**src/rtl/par_chk_rx_pkg.sv**
```systemverilog
`default_nettype none
// ============================================================================
//  Module      : par_chk_rx_pkg
//  Description : Shared parity definitions (par_defs) for the parity
//                generator / checker family: FSM state encodings for the
//                serial receiver and the even/odd parity mode constants.
//  Contents    : PAR_EVEN, PAR_ODD, state_t
//  Revision    : 1.0 - initial release
// ============================================================================
package par_chk_rx_pkg;

    // Parity mode selector values, shared with the par_gen benches.
    localparam logic PAR_EVEN = 1'b0;
    localparam logic PAR_ODD  = 1'b1;

    // Receiver FSM encoding.
    typedef enum logic [2:0] {
        IDLE  = 3'd0,
        START = 3'd1,
        DATA  = 3'd2,
        STOP  = 3'd3,
        DONE  = 3'd4
    } state_t;

endpackage : par_chk_rx_pkg
`default_nettype wire

```
**src/rtl/par_chk_rx_sync2.sv**
```systemverilog
`default_nettype none
// ============================================================================
//  Module      : sync2
//  Description : Generic two-flop synchroniser for a single asynchronous
//                input. Both flops reset to RST_VAL.
//  Ports       : clk  - clock
//                rst  - synchronous active-high reset
//                d    - asynchronous input
//                q    - synchronised output (2 cycles latency)
//  Revision    : 1.0 - initial release
// ============================================================================
module sync2 #(
    parameter logic RST_VAL = 1'b1
) (
    input  logic clk,
    input  logic rst,
    input  logic d,
    output logic q
);

    logic meta;

    always_ff @(posedge clk) begin
        if (rst) begin
            meta <= RST_VAL;
            q    <= RST_VAL;
        end else begin
            meta <= d;
            q    <= meta;
        end
    end

endmodule : sync2
`default_nettype wire

```
**src/rtl/par_chk_rx.sv**
```systemverilog
`default_nettype none
// ============================================================================
//  Module      : par_chk_rx
//  Description : Serial receive stage with parity check. Deserialises one
//                frame (start, DATA_W data bits LSB first, parity, stop),
//                checks parity against the mode latched at the start bit and
//                presents the payload with a one-cycle valid strobe.
//  Ports       : clk       - clock, rising edge
//                rst       - synchronous active-high reset
//                rx        - serial line, idles high, asynchronous
//                p         - parity mode (0 = even, 1 = odd)
//                data_out  - received payload, bit 0 first on the line
//                valid     - one-cycle strobe, data_out/flags update with it
//                par_err   - parity mismatch of the last frame
//                frame_err - stop bit sampled low on the last frame
//                err_cnt   - saturating error-frame count
//                            (only when PAR_CHK_ERR_CNT_EN is defined)
//  Options     : `define PAR_CHK_ERR_CNT_EN adds the err_cnt output.
//  Revision    : 1.0 - initial release
// ============================================================================
module par_chk_rx
    import par_chk_rx_pkg::*;
#(
    parameter int CLKS_PER_BIT = 4,
    parameter int DATA_W       = 7
) (
    input  logic              clk,
    input  logic              rst,
    input  logic              rx,
    input  logic              p,
    output logic [DATA_W-1:0] data_out,
    output logic              valid,
    output logic              par_err,
    output logic              frame_err
`ifdef PAR_CHK_ERR_CNT_EN
    ,
    output logic [7:0]        err_cnt
`endif
);

    localparam int CNT_W = $clog2(CLKS_PER_BIT);
    localparam int BIT_W = $clog2(DATA_W + 2);

    localparam logic [CNT_W-1:0] MID_CNT  = CNT_W'(CLKS_PER_BIT / 2 - 1);
    localparam logic [CNT_W-1:0] END_CNT  = CNT_W'(CLKS_PER_BIT - 1);
    // bit_cnt value while taking the final (parity) sample
    localparam logic [BIT_W-1:0] LAST_BIT = BIT_W'(DATA_W);

    logic              rx_s;
    state_t            state;
    state_t            state_nx;
    logic [CNT_W-1:0]  clk_cnt;
    logic [BIT_W-1:0]  bit_cnt;
    logic [DATA_W:0]   shreg;      // [DATA_W] = parity, [DATA_W-1:0] = payload
    logic              p_l;
    logic              stop_sample;

    logic              cnt_clr;
    logic              cnt_inc;
    logic              start_ok;
    logic              shift_en;
    logic              stop_en;
    logic              done;
    logic              par_err_nx;

    sync2 #(
        .RST_VAL (1'b1)
    ) u_sync2 (
        .clk (clk),
        .rst (rst),
        .d   (rx),
        .q   (rx_s)
    );

    // ------------------------------------------------------------------
    // FSM state register
    // ------------------------------------------------------------------
    always_ff @(posedge clk) begin
        if (rst) begin
            state <= IDLE;
        end else begin
            state <= state_nx;
        end
    end

    // ------------------------------------------------------------------
    // FSM next state and datapath controls
    // ------------------------------------------------------------------
    always_comb begin
        state_nx = state;
        cnt_clr  = 1'b0;
        cnt_inc  = 1'b0;
        start_ok = 1'b0;
        shift_en = 1'b0;
        stop_en  = 1'b0;
        done     = 1'b0;
        case (state)
            IDLE: begin
                cnt_clr = 1'b1;
                if (!rx_s) begin
                    state_nx = START;
                end
            end
            START: begin
                if (clk_cnt == MID_CNT) begin
                    cnt_clr = 1'b1;
                    if (rx_s) begin
                        // line back high before mid-point: glitch
                        state_nx = IDLE;
                    end else begin
                        start_ok = 1'b1;
                        state_nx = DATA;
                    end
                end else begin
                    cnt_inc = 1'b1;
                end
            end
            DATA: begin
                if (clk_cnt == END_CNT) begin
                    cnt_clr  = 1'b1;
                    shift_en = 1'b1;
                    if (bit_cnt == LAST_BIT) begin
                        state_nx = STOP;
                    end
                end else begin
                    cnt_inc = 1'b1;
                end
            end
            STOP: begin
                if (clk_cnt == END_CNT) begin
                    cnt_clr  = 1'b1;
                    stop_en  = 1'b1;
                    state_nx = DONE;
                end else begin
                    cnt_inc = 1'b1;
                end
            end
            DONE: begin
                done     = 1'b1;
                state_nx = IDLE;
            end
            default: begin
                state_nx = IDLE;
            end
        endcase
    end

    // ------------------------------------------------------------------
    // Counters, shift register and latched frame attributes
    // ------------------------------------------------------------------
    always_ff @(posedge clk) begin
        if (rst) begin
            clk_cnt     <= '0;
            bit_cnt     <= '0;
            shreg       <= '0;
            p_l         <= PAR_EVEN;
            stop_sample <= 1'b1;
        end else begin
            if (cnt_clr) begin
                clk_cnt <= '0;
            end else if (cnt_inc) begin
                clk_cnt <= clk_cnt + CNT_W'(1);
            end
            if (start_ok) begin
                p_l     <= p;
                bit_cnt <= '0;
            end
            if (shift_en) begin
                // LSB arrives first, so shift in at the top
                shreg   <= {rx_s, shreg[DATA_W:1]};
                bit_cnt <= bit_cnt + BIT_W'(1);
            end
            if (stop_en) begin
                stop_sample <= rx_s;
            end
        end
    end

    // XOR over payload+parity is 0 for a good even frame, 1 for a good odd one
    assign par_err_nx = (^shreg) ^ (p_l == PAR_ODD);

    // ------------------------------------------------------------------
    // Output registers
    // ------------------------------------------------------------------
    always_ff @(posedge clk) begin
        if (rst) begin
            data_out  <= '0;
            valid     <= 1'b0;
            par_err   <= 1'b0;
            frame_err <= 1'b0;
        end else begin
            valid <= done;
            if (done) begin
                data_out  <= shreg[DATA_W-1:0];
                par_err   <= par_err_nx;
                frame_err <= ~stop_sample;
            end
        end
    end

`ifdef PAR_CHK_ERR_CNT_EN
    always_ff @(posedge clk) begin
        if (rst) begin
            err_cnt <= 8'h00;
        end else if (done && (par_err_nx || !stop_sample) && (err_cnt != 8'hFF)) begin
            err_cnt <= err_cnt + 8'h01;
        end
    end
`endif

endmodule : par_chk_rx
`default_nettype wire

```
**config.mk**
```make
export PLATFORM = sky130hd
export DESIGN_NAME = par_chk_rx
export DESIGN_NICKNAME = d
export VERILOG_FILES = /design/src/rtl/par_chk_rx_pkg.sv /design/src/rtl/par_chk_rx_sync2.sv /design/src/rtl/par_chk_rx.sv
export SDC_FILE = /design/constraint.sdc
export NUM_CORES = 1
export LEC_CHECK = 0
export CAP_MARGIN = 20
export CORE_ASPECT_RATIO = 0.75
export CORE_MARGIN = 3
export CORE_UTILIZATION = 54
export CTS_CLUSTER_DIAMETER = 120
export DETAILED_ROUTE_END_ITERATION = 12
export GPL_ROUTABILITY_DRIVEN = 1
export GPL_TIMING_DRIVEN = 0
export PLACE_DENSITY = 0.77
export SYNTH_ARGS = -nofsm -noshare
export SYNTH_HDL_FRONTEND = slang
export SYNTH_SLANG_ARGS = --single-unit
```
**constraint.sdc**
```tcl
create_clock -name clk -period 1.38 [get_ports clk]
set_input_delay 0.207 -clock clk [delete_from_list [all_inputs] [get_ports clk]]
set_output_delay 0.207 -clock clk [all_outputs]
set_load 0.05 [all_outputs]
```
# Yosys cells after proc, flatten, opt, wreduce, memory -nomap -nowiden
# Cells that the tools add are included.
# totals
register_bits,31
in_bits,4
wordCells,55
# classes
n_reduce_logical,6
muxes,21
n_eq_ne,12
bitwise_logic,2
addsub,2
# ops
cell,n
$mux W3,5
$pmux W3 S4,1
$mux W1,10
$ne A2 B2 Y1 const B,5
$mux W4,2
$reduce_xor A8 Y1,1
$eq A3 B2 Y1 const B,2
$reduce_and A5 Y1,1
$add A4 B1 Y4 const B,1
$eq A4 B3 Y1 const B,1
$reduce_or A2 Y1,2
$eq A3 B1 Y1 const B,1
$eq A3 B3 Y1 const B,1
$logic_not A3 Y1,1
$pmux W1 S3,1
$add A2 B1 Y2 const B,1
$eq A2 B1 Y1 const B,1
$eq A2 B2 Y1 const B,1
$mux W2,1
$pmux W1 S2,1
$reduce_bool A2 Y1,1
$not A1 Y1,1
$xor A1 B1 Y1,1

# Logic depth before layout (Yosys ltp)
# Gate-level depths: netlist (run 1).
# depth
depth_word,5
ltp_mapped,6

# By module
# A second synthesis (run 1) with hierarchy kept.
# hier_totals
cells_unflattened,151
hier_area_um2,1351.3
# by_module_without_submodules
mod,n_inst,area_each_um2,seq_area_each_um2,cells_per_inst
par_chk_rx,1,1298.7,580.6,147
sync2,1,52.6,40.0,4

# Worst setup path before layout (run 1)
# No wires, ideal clock.
# synth_path
path_type,reg-to-reg
from,reg clk_cnt[1]
to,reg clk_cnt[1]
required_ps,1310
path_buffers,0
path_stages_with_launch,7
arrival_ps,1204
setup_time_ps,70
synth_period_minus_slack_ps,1274
path_slack_ps,106
cell_sequence,dfxtp_1 > inv_1 > ha_1 > nor3b_1 > a21oi_1 > or3_1 > a21oi_1
# synth_via
elab_chain_cells,4
elab_cells_between_ends,10
classes_between,add/sub: 1; eq/ne: 2; mux: 6; reduce/logical: 1
# synth_rtl
item,line_no,text
"start, declared",par_chk_rx.sv:52,logic [CNT_W-1:0] clk_cnt;
"start signal, assigned",par_chk_rx.sv:162,clk_cnt <= clk_cnt + CNT_W'(1);
$eq A2 B2 Y1 or $eq A2 B1 Y1 (tied branches),"par_chk_rx.sv:119, par_chk_rx.sv:130, par_chk_rx.sv:105",
$mux W1 (on tied branches),"par_chk_rx.sv:119, par_chk_rx.sv:130, par_chk_rx.sv:105",
$pmux W1 S3,par_chk_rx.sv:97,case (state)
$reduce_or A2 Y1 (no line),--,
# Several ways; a longest one is shown, not always the timed one.
# A chain may end at the register's enable or synchronous reset.

# Worst setup path in the final report (run 1)
# layout_path
from,reg clk_cnt[1]
to,reg clk_cnt[0]
# The elaborated chain is that of the path after synthesis.

==> results of run 1 <==
[cell type report]
| cell class | instances | share of cell area |
|---|---|---|
| inverter | 2 | 0.004605 |
| clock buffer | 7 | 0.02763 |
| buffer | 9 | 0.04221 |
| timing repair buffer | 16 | 0.09133 |
| multi-input combinational | 109 | 0.4183 |
| tap | 32 | 0.02456 |
| clock inverter | 1 | 0.003070 |
| sequential | 31 | 0.3883 |
[state kept, by name, indices dropped and copies added, names as in the netlist]
| signal | count |
|---|---|
| p_l | 1 |
| frame_err | 1 |
| clk_cnt | 2 |
| stop_sample | 1 |
| par_err | 1 |
| state | 3 |
| shreg | 8 |
| u_sync2.q | 1 |
| u_sync2.meta | 1 |
| data_out | 7 |
| valid | 1 |
| bit_cnt | 4 |
[cell usage after synthesis]
| cell type | n |
|---|---|
| a211o_1 | 1 |
| nand4bb_1 | 2 |
| buf_6 | 2 |
| a21o_1 | 1 |
| or2_2 | 2 |
| or3_1 | 2 |
| nor2_1 | 10 |
| o21ai_0 | 3 |
| nor2_8 | 1 |
| a211oi_1 | 4 |
| nor2b_1 | 1 |
| a22oi_1 | 1 |
| clkbuf_1 | 4 |
| buf_2 | 3 |
| nand2_2 | 1 |
| ha_1 | 3 |
| nand2b_1 | 1 |
| xnor3_1 | 1 |
| xnor2_1 | 3 |
| inv_1 | 2 |
| or3b_1 | 1 |
| xor2_1 | 2 |
| dfxtp_1 | 31 |
| nand2_1 | 35 |
| nand3b_1 | 5 |
| nand3_1 | 2 |
| nor3b_2 | 1 |
| nand4b_1 | 1 |
| nor3b_1 | 1 |
| a21oi_1 | 22 |
| nor3_1 | 1 |
| o211ai_2 | 1 |
[timing repair]
item,4_1_cts,5_1_grt
hold buffers,0,0
resized for setup,27,31
pin swaps,0,3
cloned,0,3
setup endpoints to repair,22,30
[stage by stage]
stage           TNS, ns  instances
5_1_grt         -0.5392        207
2_1_floorplan         0        151
3_3_place_gp     -2.506        196
6_report       -0.01977        207
3_5_place_dp     -2.942        196
4_1_cts        -0.02538        204
[cell families (layout without fill, tap and decap cells)]
family	Yosys count	after routing	synth area share
buf+inv	11	35	0.04545
simple gates	67	67	0.2614
fa+ha+maj	3	3	0.02841
xor+xnor	6	6	0.05019
flops	31	31	0.4697
compound gates	33	33	0.1449
[how the worst max path moves through the flow]
stage                    start    endpoint  slack (ns)
floorplan           clk_cnt[1]  clk_cnt[1]        0.11
CTS                 clk_cnt[0]  bit_cnt[2]       -0.02
global route        clk_cnt[1]  clk_cnt[0]       -0.11
global placement           rst     par_err       -0.23
detailed placement         rst     par_err       -0.25
finish              clk_cnt[1]  clk_cnt[0]       -0.01
[power by group through the flow]
stage | Clock (uW) | Combinational [uW] | Sequential (uW)
after global placement | 0 | 39.2 | 921
after detailed placement | 0 | 39.7 | 921
after CTS | 506 | 39.8 | 900
after global routing | 569 | 52.5 | 900
after floorplan | 0 | 20.9 | 920
final | 506 | 48.9 | 899
[per-layer routing]
layer | part of all wire | up-vias | GRT usage | wire length (um)
met5 | 0 | - | 0 | 0
li1 | - | 557 | - | -
met1 | 0.44 | 519 | 0.2386 | 1338
met2 | 0.48 | 35 | 0.3082 | 1466
met4 | 0.025 | 0 | 0.1026 | 78
met3 | 0.059 | 10 | 0.05760 | 181
[critical path, cell delays in order (launching register included)]
cell	delay [ns]
dfxtp_2	0.36
inv_1	0.05
ha_2	0.20
nor3b_2	0.18
a21oi_2	0.07
or3_1	0.31
a21oi_1	0.14
==> results.toml, run 1 <==
[detailed_routing]
drt-initial-drc-count = 55
routedWlPerCell_um = 14.80
wl_um = 3064
drc = 0
dr.pass1.iters = 4
vias = 1121
routed_via_density = 5.415
ant_nets = 0

[synth]
avgSynthCellArea_sq_um = 8.750
syn_inst = 151
synth_cell_types = 32
ys_ff_latch = 31
yosys.area.top_type_share = 0.4697
yosys_warnings = 0
synthTopCellsByArea = "dfxtp_1 (47%), nand2_1 (9.9%), a21oi_1 (8.3%)"
yosysSeqAreaShare = 0.4697
syn-cell-area_sq_mm = 0.001321
syn_nets = 158
synth_top_area_cell = "dfxtp_1"

[floorplan]
design.die.area_sq_mm = 0.003083
rows = 14
boundaryPins = 14
die_x_um = 63.12
fp.coreArea_sq_mm = 0.002155
start_util = 0.6132
die_h_um = 48.84

[clock_tree]
cts.clk_slew.worst_paths_ns = 0.09
cts_tree = "built"
worstSkewPairLatency_ns = 0.35
numCtsBuffers = 5
root_buffer = "clkbuf_4"
max-clock-path-buffers = 2
cts_setup_buffers = 0
cts.sinks = 31
cts-htree-levels = 2

[sta]
timing.slew.headroom = 0.6312
rsz0062_at_grt = "true"
post-route-min-period_ns = 1.394
hold-worst-slack_ns = 0.4189
clock_skew_ns = 0.008470
finalSetupViolations = 2
hold_viol = 0
slew_violations = 0
max_freq_mhz = 717.5
timing.final.crit_share = 1.010
worst_pin_slew_ns = 0.5532
fin_ws_ns = -0.01370

[finish]
fillers = 180
insertedDiodeCount = 0
final_common_cell = "nand2_1"
seqCellArea_sq_um = 633.1
final_cell_mix = "nand2_1 (35), dfxtp_1 (25), a21oi_1 (21)"
finalInstanceArea_sq_mm = 0.001630
fin_nets = 181
layout-drive-gt1-share = 0.2514
syn_to_final_growth_pct = 23.39
multi_input_area_sq_um = 681.9
finish.utilization = 0.7567

[power]
internal_power_uw = 1116
p_per_area_mw_per_mm2 = 891.4
p_sw_uw = 337.6
p_seq_frac = 0.618
irDropWorstVdd_mv = 0.5853
finalPower_uw = 1453
p_clk_frac = 0.348
switching_share = 0.2323
p_leak_uw = 0.0005947
combPwrFrac = 0.034

[outcome]
status = "finished, violations left"
violations = "negative setup slack"

[grt]
grt_pass1_wl_um = 4595
grt_pass1_vias = 1018
gr-total-overflow = 0
grt_max_degree = 11
grtUsageTotal = 0.1947
antenna_found_initial = 0

[setup_path]
cp_max_fo = 4
endpoint_kind = "register"
worst_r2r_endpoint = "clk_cnt[0]"
critPathRequiredTime_ns = 1.64
r2r_slack_ns = -0.01
worstReg2RegStart = "clk_cnt[1]"
worst_ep_arrival_time_ns = 1.66
path_class = "register to register"
worstRegToRegCells = 6
cp-start-kind = "register"

[placement]
port-buffer-count = 13
preCtsSetupSlack_ns = -0.2457
place_area_sq_mm = 0.001491
place_hpwl_um = 1872
routabilityCongestion = 0.8373

[worst_hold_path]
hp-class = "register to register"
worstHoldStart = "u_sync2.meta"
holdPathEnd = "u_sync2.q"
hold_depth = 1

[job]
maxCapViolCount = 0
No activity file was read; power rests on OpenSTA's default activity.
==> inputs of run 2 (changes only) <==
- CAP_MARGIN: 20 -> not set
- SKIP_LAST_GASP: not set -> 1
- clock period: 1.38 -> 1.3 ns (I/O delays scaled with it)
==> results.toml, run 2 (synthesis results as in run 1) <==
[setup_path]
crit_buf_inv = 0
cp_max_fo = 4
cp-start-kind = "register"
critPathRequiredTime_ns = 1.52
endpoint_kind = "register"
critPathMaxStageDelay_ns = 0.46
path_delay_family = "XOR/XNOR gates"
worst_ep_arrival_time_ns = 1.56
path_class = "register to register"
cp_slowest_cell = "xnor3_1"
crit_chain = "xnor2_1 -> xnor3_1 -> nand3b_1 -> o211ai_2"

[power]
p_per_area_mw_per_mm2 = 892.7
p_leak_uw = 0.0006083
irDropWorstVdd_mv = 0.6258

[detailed_routing]
routed_via_density = 5.549
wl_um = 3232
routedWlPerCell_um = 15.17
drt-initial-drc-count = 107
ant_nets = 0
drc = 0
dr.pass1.iters = 4
vias = 1182

[sta]
slew_violations = 0
max_freq_mhz = 743.5
rsz0062_at_grt = "true"
hold-worst-slack_ns = 0.4198
timing.slew.headroom = 0.6000
hold_viol = 0
timing.final.crit_share = 1.035
worst_pin_slew_ns = 0.6001
fin_ws_ns = -0.04502
post-route-min-period_ns = 1.345
finalSetupViolations = 7
clock_skew_ns = 0.005646

[grt]
antenna_found_initial = 0
grt_max_degree = 11
gr-total-overflow = 0
grt_pass1_wl_um = 5250
grt_pass1_vias = 1122
grtUsageTotal = 0.2207

[floorplan]
die_x_um = 63.12
design.die.area_sq_mm = 0.003083
rows = 14
start_util = 0.6132
die_h_um = 48.84
fp.coreArea_sq_mm = 0.002155
boundaryPins = 14

[placement]
preCtsSetupSlack_ns = -0.3137
place_area_sq_mm = 0.001491
routabilityCongestion = 0.8373
place_hpwl_um = 1872
port-buffer-count = 13

[finish]
insertedDiodeCount = 0
syn_to_final_growth_pct = 30.30
fin_nets = 187
multi_input_area_sq_um = 718.2
seqCellArea_sq_um = 635.6
fillers = 148
largest_register = "shreg"
layout-drive-gt1-share = 0.3315
reg_top3 = "shreg x8, data_out x7, bit_cnt x4"
finalInstanceArea_sq_mm = 0.001722
final_common_cell = "nand2_1"
largest_reg_flops = 8
final_cell_mix = "nand2_1 (34), dfxtp_1 (23), a21oi_1 (17)"

[clock_tree]
cts-htree-levels = 2
max-clock-path-buffers = 2
cts_tree = "built"
numCtsBuffers = 5
cts.clk_slew.worst_paths_ns = 0.09
worstSkewPairLatency_ns = 0.33
cts.sinks = 31
hold_buffers = 0
root_buffer = "clkbuf_4"

[worst_hold_path]
hp-class = "register to register"

[outcome]
violations = "negative setup slack"
status = "finished, violations left"

[job]
maxCapViolCount = 0
==> run 2: repair_timing <==
action | CTS | global route
setup buffers | 4 | 4
endpoints found under the hold margin | 0 | 0
gates resized for setup | 44 | 25
pin swaps | 6 | 9
setup endpoints to repair | 35 | 27
gates cloned | 1 | 1
==> run 2: layer usage <==
| metal | GRT usage | share of wire | vias up |
|---|---|---|---|
| met3 | 0.06682 | 0.075 | 8 |
| li1 | - | - | 567 |
| met4 | 0.1136 | 0.015 | 0 |
| met2 | 0.3398 | 0.49 | 44 |
| met5 | 0 | 0 | - |
| met1 | 0.2786 | 0.42 | 563 |
==> run 2: where the power goes <==
part / leakage, uW / internal [uW] / switching (uW)
Combinational: 0.000324 / 19.1 / 25.8
Clock: 0.0000293 / 210 / 326
Sequential: 0.000255 / 950 / 6.30
==> run 2: worst paths after layout <==
path	from	endpoint	slack, ns	depth (start not counted)
max	shreg[6]	par_err	-0.05	4
min	u_sync2.meta	u_sync2.q	0.42	1
max reg2reg	shreg[6]	par_err	-0.05	4
min reg2reg	u_sync2.meta	u_sync2.q	0.42	1
==> run 2: through the flow <==
step | util | setup TNS (ns) | cells | power, uW
3_3_place_gp | 0.6922 | -4.551 | 196 | 1019
5_1_grt | 0.7991 | -1.297 | 213 | 1605
6_report | 0.7991 | -0.1743 | 213 | 1537
2_1_floorplan | - | 0 | 151 | 999.2
3_5_place_dp | 0.6922 | -5.036 | 196 | 1020
4_1_cts | 0.7544 | -0.3928 | 208 | 1537
==> run 2: cell type report <==
class	instances	area share
Multi-Input combinational cell	109	0.4172
Sequential cell	31	0.3692
Timing Repair Buffer	23	0.1257
Buffer	8	0.03125
Clock buffer	7	0.02616
Tap cell	32	0.02326
Inverter	2	0.004360
Clock inverter	1	0.002907
